## config.mk

```make
export PLATFORM = sky130hd
export DESIGN_NAME = memctrl_rr
export DESIGN_NICKNAME = d
export VERILOG_FILES = /design/src/rtl/memctrl_pkg.sv /design/src/rtl/memctrl_rr_arbiter.sv /design/src/rtl/memctrl_rr.sv
export SDC_FILE = /design/constraint.sdc
export NUM_CORES = 1
export LEC_CHECK = 0
export CAP_MARGIN = 20
export CORE_MARGIN = 5
export CORE_UTILIZATION = 54
export DETAILED_ROUTE_END_ITERATION = 8
export HOLD_SLACK_MARGIN = 0.15
export PLACE_DENSITY = 0.93
export SETUP_SLACK_MARGIN = 0.05
export SKIP_LAST_GASP = 1
export SYNTH_ARGS = -nofsm -noshare
export SYNTH_HDL_FRONTEND = slang
export SYNTH_SLANG_ARGS = --single-unit
```

## constraint.sdc

```tcl
create_clock -name clk_in -period 7.87 [get_ports clk_in]
set_input_delay 1.574 -clock clk_in [delete_from_list [all_inputs] [get_ports clk_in]]
set_output_delay 1.574 -clock clk_in [all_outputs]
set_load 0.01 [all_outputs]
```

## src/rtl/memctrl_pkg.sv

```systemverilog
// Shared constants and helpers for the round-robin byte-serial memory controller.
package memctrl_pkg;

    localparam logic [2:0] W_B  = 3'd0;
    localparam logic [2:0] W_H  = 3'd1;
    localparam logic [2:0] W_W  = 3'd2;
    localparam logic [2:0] W_BU = 3'd4;
    localparam logic [2:0] W_HU = 3'd5;

    localparam logic [1:0] ST_IDLE = 2'd0;
    localparam logic [1:0] ST_XFER = 2'd1;
    localparam logic [1:0] ST_DONE = 2'd2;

    // Codes 3/6/7 are not real widths and fall through to a full word.
    function automatic logic [2:0] width_to_nbytes(input logic [2:0] w);
        logic [2:0] n;
        case (w)
            W_B, W_BU: n = 3'd1;
            W_H, W_HU: n = 3'd2;
            W_W:       n = 3'd4;
            default:   n = 3'd4;
        endcase
        return n;
    endfunction

    function automatic logic [31:0] extend_load(input logic [31:0] raw,
                                                input logic [2:0]  nbytes,
                                                input logic        sgn);
        logic [31:0] v;
        case (nbytes)
            3'd1:    v = sgn ? {{24{raw[7]}}, raw[7:0]}   : {24'd0, raw[7:0]};
            3'd2:    v = sgn ? {{16{raw[15]}}, raw[15:0]} : {16'd0, raw[15:0]};
            default: v = raw;
        endcase
        return v;
    endfunction

endpackage

```

## src/rtl/memctrl_rr_arbiter.sv

```systemverilog
// Combinational round-robin picker: first requester strictly after ptr_i, wrapping.
module rr_arbiter #(
    parameter int N    = 2,
    parameter int CH_W = 3
) (
    input  logic [N-1:0]    req_i,
    input  logic [CH_W-1:0] ptr_i,
    output logic [N-1:0]    gnt_o,
    output logic [CH_W-1:0] gnt_idx_o,
    output logic            any_o
);
    logic [CH_W-1:0] cur_s;
    logic            hit_s;

    // Walk the ring once starting after the last winner.
    always_comb begin
        cur_s     = ptr_i;
        hit_s     = 1'b0;
        gnt_idx_o = '0;
        any_o     = 1'b0;
        for (int i = 0; i < N; i++) begin
            cur_s     = (cur_s == CH_W'(N - 1)) ? '0 : cur_s + CH_W'(1);
            hit_s     = req_i[cur_s] && !any_o;
            gnt_idx_o = hit_s ? cur_s : gnt_idx_o;
            any_o     = any_o || hit_s;
        end
        gnt_o = any_o ? (N'(1) << gnt_idx_o) : '0;
    end

endmodule

```

## src/rtl/memctrl_rr.sv

```systemverilog
// N-channel byte-serial memory controller: round-robin arbitration onto one 8-bit RAM port,
// little-endian 1/2/4-byte sequencing, sign/zero-extended load return.
module memctrl_rr
    import memctrl_pkg::*;
#(
    parameter int NUM_CH = 2,
    parameter int ADDR_W = 32,
    parameter int CH_W   = 3
) (
    input  logic                     clk_in,
    input  logic                     rst_in,
    input  logic                     rdy_in,
    input  logic [7:0]               mem_din,
    output logic [7:0]               mem_dout,
    output logic [ADDR_W-1:0]        mem_a,
    output logic                     mem_wr,
    input  logic [NUM_CH-1:0]        req,
    input  logic [NUM_CH-1:0]        we,
    input  logic [3*NUM_CH-1:0]      width,
    input  logic [ADDR_W*NUM_CH-1:0] addr,
    input  logic [32*NUM_CH-1:0]     wdata,
    output logic [NUM_CH-1:0]        grant,
    output logic [NUM_CH-1:0]        done,
    output logic [31:0]              rdata,
    output logic                     busy
);
    logic [1:0]        state_q, state_d;
    logic [CH_W-1:0]   ch_q, ch_d, ptr_q, ptr_d, gnt_idx_s;
    logic              we_q, we_d, sgn_q, sgn_d, busy_q, busy_d, mem_wr_q, mem_wr_d, any_s;
    logic [2:0]        nbytes_q, nbytes_d, idx_q, idx_d, cap_k_s, sel_w_s;
    logic [ADDR_W-1:0] addr_q, addr_d, mem_a_q, mem_a_d;
    logic [31:0]       wdata_q, wdata_d, data_q, data_d, rdata_q, rdata_d, cap_s;
    logic [7:0]        mem_dout_q, mem_dout_d;
    logic [NUM_CH-1:0] grant_q, grant_d, done_q, done_d, gnt_s;
    logic [2:0]        width_a [NUM_CH];
    logic [ADDR_W-1:0] addr_a  [NUM_CH];
    logic [31:0]       wdata_a [NUM_CH];

    rr_arbiter #(.N(NUM_CH), .CH_W(CH_W)) u_arb (
        .req_i     (req),
        .ptr_i     (ptr_q),
        .gnt_o     (gnt_s),
        .gnt_idx_o (gnt_idx_s),
        .any_o     (any_s)
    );

    // Split the flattened per-channel buses into indexable arrays.
    always_comb begin
        for (int i = 0; i < NUM_CH; i++) begin
            width_a[i] = width[i*3 +: 3];
            addr_a[i]  = addr[i*ADDR_W +: ADDR_W];
            wdata_a[i] = wdata[i*32 +: 32];
        end
    end

    // Next-state logic; cap_s is the load word with this cycle's RAM byte merged in.
    always_comb begin
        state_d    = state_q;
        ch_d       = ch_q;
        ptr_d      = ptr_q;
        we_d       = we_q;
        sgn_d      = sgn_q;
        busy_d     = busy_q;
        nbytes_d   = nbytes_q;
        idx_d      = idx_q;
        addr_d     = addr_q;
        wdata_d    = wdata_q;
        data_d     = data_q;
        rdata_d    = rdata_q;
        grant_d    = grant_q;
        done_d     = done_q;
        mem_a_d    = mem_a_q;
        mem_wr_d   = mem_wr_q;
        mem_dout_d = mem_dout_q;
        sel_w_s    = width_a[gnt_idx_s];
        cap_k_s    = idx_q - 3'd2;
        cap_s      = data_q;
        cap_s[{cap_k_s[1:0], 3'b000} +: 8] = mem_din;

        case (state_q)
            ST_IDLE: begin
                mem_wr_d = 1'b0;
                mem_a_d  = '0;
                if (any_s) begin
                    ch_d       = gnt_idx_s;
                    we_d       = we[gnt_idx_s];
                    nbytes_d   = width_to_nbytes(sel_w_s);
                    sgn_d      = !sel_w_s[2];
                    addr_d     = addr_a[gnt_idx_s];
                    wdata_d    = wdata_a[gnt_idx_s];
                    data_d     = 32'd0;
                    grant_d    = gnt_s;
                    ptr_d      = gnt_idx_s;
                    busy_d     = 1'b1;
                    mem_a_d    = addr_a[gnt_idx_s];
                    mem_wr_d   = we[gnt_idx_s];
                    mem_dout_d = wdata_a[gnt_idx_s][7:0];
                    idx_d      = 3'd1;
                    state_d    = ST_XFER;
                end else begin
                    grant_d = '0;
                end
            end
            ST_XFER: begin
                grant_d = '0;
                if (idx_q < nbytes_q) begin
                    mem_a_d    = addr_q + ADDR_W'(idx_q);
                    mem_wr_d   = we_q;
                    mem_dout_d = wdata_q[{idx_q[1:0], 3'b000} +: 8];
                end else begin
                    mem_a_d  = '0;
                    mem_wr_d = 1'b0;
                end
                // RAM returns the byte for address k-2 at edge k.
                if (!we_q && idx_q >= 3'd2) begin
                    data_d = cap_s;
                end else begin
                    data_d = data_q;
                end
                if (idx_q == nbytes_q + 3'd1) begin
                    done_d  = NUM_CH'(1) << ch_q;
                    rdata_d = we_q ? rdata_q : extend_load(cap_s, nbytes_q, sgn_q);
                    busy_d  = 1'b0;
                    state_d = ST_DONE;
                end else begin
                    idx_d = idx_q + 3'd1;
                end
            end
            ST_DONE: begin
                done_d  = '0;
                grant_d = '0;
                state_d = ST_IDLE;
            end
            default: begin
                done_d   = '0;
                grant_d  = '0;
                busy_d   = 1'b0;
                mem_wr_d = 1'b0;
                state_d  = ST_IDLE;
            end
        endcase
    end

    // State registers: reset wins, rdy_in low freezes everything.
    always_ff @(posedge clk_in) begin
        if (rst_in) begin
            state_q    <= ST_IDLE;
            ch_q       <= '0;
            ptr_q      <= CH_W'(NUM_CH - 1);
            we_q       <= 1'b0;
            sgn_q      <= 1'b0;
            busy_q     <= 1'b0;
            nbytes_q   <= 3'd0;
            idx_q      <= 3'd0;
            addr_q     <= '0;
            wdata_q    <= 32'd0;
            data_q     <= 32'd0;
            rdata_q    <= 32'd0;
            grant_q    <= '0;
            done_q     <= '0;
            mem_a_q    <= '0;
            mem_wr_q   <= 1'b0;
            mem_dout_q <= 8'd0;
        end else if (rdy_in) begin
            state_q    <= state_d;
            ch_q       <= ch_d;
            ptr_q      <= ptr_d;
            we_q       <= we_d;
            sgn_q      <= sgn_d;
            busy_q     <= busy_d;
            nbytes_q   <= nbytes_d;
            idx_q      <= idx_d;
            addr_q     <= addr_d;
            wdata_q    <= wdata_d;
            data_q     <= data_d;
            rdata_q    <= rdata_d;
            grant_q    <= grant_d;
            done_q     <= done_d;
            mem_a_q    <= mem_a_d;
            mem_wr_q   <= mem_wr_d;
            mem_dout_q <= mem_dout_d;
        end
    end

    assign mem_a    = mem_a_q;
    assign mem_wr   = mem_wr_q;
    assign mem_dout = mem_dout_q;
    assign grant    = grant_q;
    assign done     = done_q;
    assign rdata    = rdata_q;
    assign busy     = busy_q;

endmodule
```

* Word level (Yosys, flattened, before mapping)
Cells that the tools add are included.
** Word-level totals
- Flip-flop bits (word level) :: 190
- Bits of input ports :: 149
- Output and inout port bits :: 78
** Cells by class
- $add $sub $neg :: 7
- $lt $le $gt $ge :: 6
- Equality and inequality tests :: 15
- Shifts and indexed selects :: 5
- Multiplexer cells :: 49
- Bitwise logic cells :: 4
- Reduce and logical (&&, ||, !) cells :: 21
** Operator list (number)
- two-way mux 32 bit :: 12
- one-hot mux 32 bit (2 select lines) :: 3
- adder 32 x 3 -> 32 bit :: 1
- bitwise mux 32 bit :: 1
- variable shift 8 x 7 -> 32 bit, first input constant :: 1
- indexed part select 32 x 6 -> 8 bit :: 1
- indexed part select 8 x 7 -> 32 bit :: 1
- two-way mux 3 bit :: 9
- AND reduction 4 bit :: 5
- two-way mux 8 bit :: 2
- one-hot mux 8 bit (2 select lines) :: 1
- adder 3 x 1 -> 3 bit, second input constant :: 4
- == test 3 x 1 -> 1 bit, second input constant :: 4
- one-hot mux 3 bit (2 select lines) :: 2
- two-way mux 1 bit :: 10
- two-way mux 2 bit :: 5
- inequality test 2 bit, second input constant :: 5
- < comparator 3 x 2 -> 1 bit, second input constant :: 3
- AND reduction 3 bit :: 3
- one-hot mux 2 bit (2 select lines) :: 2
- negation 5 -> 7 bit :: 1
- == test 3 bit, second input constant :: 2
- one-hot mux 1 bit (3 select lines) :: 2
- << shifter 1 x 3 -> 2 bit, first input constant :: 2
- other kinds (18) :: 25

* Longest topological paths before layout
- Depth in word-level cells :: 15
- Mapped depth :: 11
- Gate-level depth less buffers :: 8

* Cells and area by module
From an unflattened synthesis, not the netlist that was laid out.
** Unflattened totals
- Cells, all modules :: 1113
- Area total of the unflattened synthesis :: 9529.1 um^2
** By module, submodules not included
- memctrl_rr :: instances 1, cells each 1095, area each 9387.8 um^2, seq. area each 3763.6 um^2
- rr_arbiter :: instances 1, cells each 18, area each 141.4 um^2, seq. area each 0.0 um^2

* Worst setup path after synthesis
Ideal clock, no wire load.
- Path type :: input -> register
- Start point :: in req[1]
- End point :: reg data_q[0]
- Library setup time :: 0.070 ns
- Data arrival time :: 2.806 ns
- Path slack :: 4.994 ns
- Stages :: 8
- Buffers on the path :: 3
- Path through :: buf_2 o21bai_1 o21ai_1 nand2_1 buf_2 buf_2 nand2_1 a21oi_1
** On the way
- Word-level cells in the longest chain between the ends :: 7
- Elaborated cells between the ends (all ways) :: 9
- Classes of those cells :: eq/ne (1); mux (4); reduce/logical (4)
** RTL lines
- start: declaration :: RTL line memctrl_rr.sv:17 : input logic [NUM_CH-1:0] req,
- two-way mux 1 bit (implied by the code) (2 in series) :: RTL line memctrl_rr_arbiter.sv:23 : hit_s = req_i[cur_s] && !any_o;
- zero test 1 bit :: RTL line memctrl_rr_arbiter.sv:23
- logical AND 1 bit :: RTL line memctrl_rr_arbiter.sv:23
- logical OR 1 bit * :: RTL line memctrl_rr_arbiter.sv:25 : any_o = any_o || hit_s;
- inequality test 2 bit (no source line) *
- AND reduction 4 bit (no source line) *
- end signal: assignment :: RTL line memctrl_rr.sv:175 : data_q <= data_d;
- end: declaration :: RTL line memctrl_rr.sv:32 : logic [31:0] wdata_q, wdata_d, data_q, data_d, rdata_q, rdata_d, cap_s;
Every way passes the cells marked *; elsewhere a longest branch is shown, timed or not. The select of a mux whose other input is x is not followed.
A chain may end at the register's enable or synchronous reset.

* Worst setup path after layout
- Start point :: in rdy_in
- End point :: reg ch_q[1]
** On the way
- Word-level cells in the longest chain between the ends :: 1
** RTL lines
- start: declaration :: RTL line memctrl_rr.sv:12 : input logic rdy_in,
- AND reduction 3 bit (no source line)
- end signal: assignment :: RTL line memctrl_rr.sv:166 : ch_q <= ch_d;
- end: declaration :: RTL line memctrl_rr.sv:28 : logic [CH_W-1:0] ch_q, ch_d, ptr_q, ptr_d, gnt_idx_s;
No other way between the ends.

==> results.json <==
{
  "syn_nets": 1314,
  "grt_max_degree": 113,
  "drc": 0,
  "drtIter0Drc": 844,
  "sw_frac_of_total_pct": 27.2,
  "cp_slowest_cell": "buf_4",
  "dieWidth_um": 143,
  "synth_top_family_by_area": "simple AND/OR/NAND/NOR gates",
  "intPower_uw": 1790,
  "ios": 227,
  "wl_per_cell_um": 17.8,
  "ys.flop_type": "dfxtp_1",
  "place_congestion": 0.863,
  "synth-xor-area-share_pct": 2.82,
  "synth-edff-count": 0,
  "num_rows": 48,
  "drt_wl_total_mm": 27.7,
  "slowest_delay_ps": 910,
  "slew_headroom_pct": 28.6,
  "seqPwrFrac_pct": 43.2,
  "clk_latency_ps": 430,
  "total_power_uw": 2460,
  "worstPathRequired_ps": 8230,
  "drive_gt1_share_pct": 6.01,
  "net-switching-power_uw": 669,
  "routed-wl-met2_mm": 13.4,
  "worstSetupPathType": "in2reg",
  "crit_arrival_ps": 4640,
  "power_density_nw_per_um2": 198,
  "whs_ps": 450,
  "cp_cell_sequence": "clkdlybuf4s50_1 -> nand2b_4 -> nor2_4 -> buf_4 -> mux2_2 -> nor2_1",
  "fin_crit_sh_pct": 54.5,
  "syn_avg_cell_area_um2": 8.30,
  "synth_most_common_cell": "dfxtp_1",
  "max-vdd-ir-drop_v": 0.000170,
  "cts_tree": "built",
  "antenna_cells": 0,
  "hold_viol": 0,
  "cts-resized-gates": 0,
  "p_comb_share_pct": 18.5,
  "max_cap_viol_count": 0,
  "fin_skew_ps": 9.71,
  "area_growth_pct": 30.4,
  "first_pass_iters": 5,
  "yosysWarnings": 0,
  "min_to": "data_q[0]$_SDFFE_PP0P_",
  "synthSimpleGateAreaFrac_pct": 22.1,
  "hold_depth": 2,
  "ff2ff_path_depth": 7,
  "clockPowerShare_pct": 38.3,
  "die-height_um": 143,
  "synth_cells": 1148,
  "worst_pin_slew_ps": 1060,
  "grt_pass1_vias": 8859,
  "hold_start": "data_q[0]$_SDFFE_PP0P_",
  "fillers": 1309,
  "cts_max_level": 4,
  "synth_cell_types": 63,
  "port-buffer-count": 226,
  "finalCriticalPeriod_ps": 4290,
  "dr_wl_met3_mm": 2.30,
  "finalMaxSlewViolations": 0,
  "dpl_cell_area_um2": 11800,
  "grt_overflow": 0,
  "clockRootBuffer": "clkbuf_16",
  "tns_ps": 0,
  "cts_buffer_depth": 2,
  "final_area_um2": 12400,
  "r2r_slack_ps": 4300,
  "r2r_start": "idx_q[1]$_SDFFE_PP0P_",
  "ys_seq_area_share_pct": 39.5,
  "cts_sinks": 188,
  "finalNetCount": 1484,
  "worst_path_dominant_cell_family": "buffers and inverters",
  "worstPathMaxFanout": 112,
  "rsz0062_at_grt": "no",
  "synth_top_cells_by_count": "dfxtp_1 (188), nor2_1 (168), nand2_1 (137), a21oi_1 (71), a211oi_1 (57)",
  "postCtsSetupBuffers": 0,
  "synth_top_area_share_pct": 39.5,
  "die-area_um2": 20400,
  "fmax_mhz": 233,
  "vias_per_cell": 6.00,
  "min_path_type": "reg2reg",
  "cts_hold_buf": 0,
  "yosysTopAreaCell": "dfxtp_1",
  "grt_usage_pct": 26.5,
  "antenna_found_initial": 0,
  "synth_mux_area_share_pct": 6.79,
  "top_layer": "met4",
  "synth_area_um2": 9520,
  "synth_adder_area_share_pct": 2.31,
  "cts_made_buffers": 17,
  "start_kind": "primary input",
  "setup_viol": 0,
  "clk_pin_slew_ps": 70,
  "synth_compound_area_share_pct": 21.2,
  "async_reset_ff_share_pct": 0,
  "grt_first_pass_wirelength_mm": 44.1,
  "via_count": 9335,
  "leakage_uw": 0.00443,
  "status": "complete, no violations",
  "core_um2": 17300,
  "rr_endpoint": "data_q[23]$_SDFFE_PP0P_",
  "crit_path_end_kind": "register",
  "dp_hpwl_mm": 19.2,
  "wl_met1_mm": 11.3,
  "initial_utilization_pct": 55.1,
  "ant_nets": 0,
  "synth-seq-cells": 188,
  "cp_num_buf_inv": 2,
  "synth_area_leaders": "dfxtp_1 (40%), nor2_1 (6.6%), nand2_1 (5.4%)"
}
-- worst max-delay path by stage --
| stage | slack, ps | cells after the start | startpoint | endpoint |
|---|---|---|---|---|
| floorplan | 4990 | 8 | req[1] | data_q[0]$_SDFFE_PP0P_ |
| global placement | 3270 | 6 | req[0] | ch_q[1]$_SDFFE_PP0P_ |
| detailed placement | 3210 | 6 | req[0] | ch_q[1]$_SDFFE_PP0P_ |
| CTS | 3610 | 6 | req[0] | ch_q[1]$_SDFFE_PP0P_ |
| global route | 3400 | 6 | rdy_in | data_q[3]$_SDFFE_PP0P_ |
| finish | 3580 | 6 | rdy_in | ch_q[1]$_SDFFE_PP0P_ |
-- cells by family after synthesis --
logic type / after synthesis
AO/OA/AOI/OAI: 305
XOR/XNOR: 29
adder cells (fa/ha/maj): 17
buffers and inverters: 109
flip-flops: 188
multiplexers: 53
AND/OR/NAND/NOR: 447
-- per-stage QoR --
| stage | cells | util [%] | setup WS [ps] |
|---|---|---|---|
| floorplan | 1148 | - | 4990 |
| global route | 1556 | 71.8 | 3400 |
| detailed placement | 1523 | 68.0 | 3210 |
| finish | 1556 | 71.8 | 3580 |
| global placement | 1523 | 68.0 | 3270 |
| CTS | 1555 | 71.7 | 3610 |
-- sequential cells by signal, indices dropped and copies added (netlist names), 2 cells and up --
register / cells
idx_q: 3
wdata_q: 32
grant: 2
mem_a: 32
ch_q: 3
state_q: 2
data_q: 32
addr_q: 32
rdata: 32
done: 2
nbytes_q: 3
mem_dout: 8
-- worst register-to-register path, stage by stage (launching register included) --
cell,delay (ps)
dfxtp_1,870
inv_1,290
ha_1,460
nor2_1,180
nor4b_2,730
nor2b_1,610
a22oi_1,200
nor2_1,150
-- layer usage --
| layer | GRT usage [%] | vias to the layer above |
|---|---|---|
| met5 | 0 | - |
| met4 | 10.5 | 0 |
| met3 | 5.99 | 68 |
| met2 | 43.7 | 452 |
| met1 | 33.8 | 4342 |
| li1 | - | 4473 |
-- power by group through the flow --
stage               Combinational, uW  Sequential (uW)  Clock [uW]
floorplan                         257             1080           0
global route                      495             1070         985
detailed placement                446             1080           0
finish                            455             1060         942
CTS                               452             1060         946
global placement                  434             1080           0
-- layout by cell type, fill, tap and decap left out, types with 3 or more instances in the layout --
cell | synthesis | routed
clkbuf_8 | 0 | 3
o211ai_1 | 13 | 13
a22o_1 | 16 | 16
and3_1 | 8 | 8
nor4_1 | 6 | 6
ha_1 | 16 | 16
a211oi_1 | 57 | 57
dfxtp_1 | 188 | 188
xnor2_1 | 12 | 12
o21ai_1 | 2 | 3
nand2b_1 | 7 | 7
nand3_1 | 15 | 15
o22ai_1 | 12 | 12
nand3b_1 | 8 | 8
mux2i_1 | 32 | 32
nand2_1 | 137 | 137
mux4_2 | 8 | 8
nand4_1 | 15 | 15
inv_1 | 20 | 20
clkdlybuf4s50_1 | 0 | 225
o21ai_0 | 47 | 46
a21oi_1 | 71 | 71
or3_1 | 9 | 9
buf_4 | 5 | 14
nand4b_1 | 3 | 3
a31oi_1 | 18 | 18
mux2_2 | 13 | 13
a311oi_1 | 25 | 25
nor2b_1 | 18 | 18
a22oi_1 | 29 | 29
xor2_1 | 16 | 16
nor3_1 | 29 | 29
clkbuf_16 | 0 | 17
bufinv_16 | 0 | 4
and4_1 | 8 | 8
nor2_1 | 168 | 167
o21a_1 | 3 | 3
-- final cells by class --
| cell class | instances | area (um2) | share of cell area, % |
|---|---|---|---|
| clock inverter | 11 | 181 | 1.46 |
| clock buffer | 21 | 470 | 3.79 |
| tap | 225 | 282 | 2.27 |
| inverter | 21 | 78.8 | 0.635 |
| multi-input combinational | 851 | 5280 | 42.5 |
| timing repair buffer | 239 | 2360 | 19.0 |
| sequential | 188 | 3760 | 30.3 |
(Power assumes the default switching activity.)
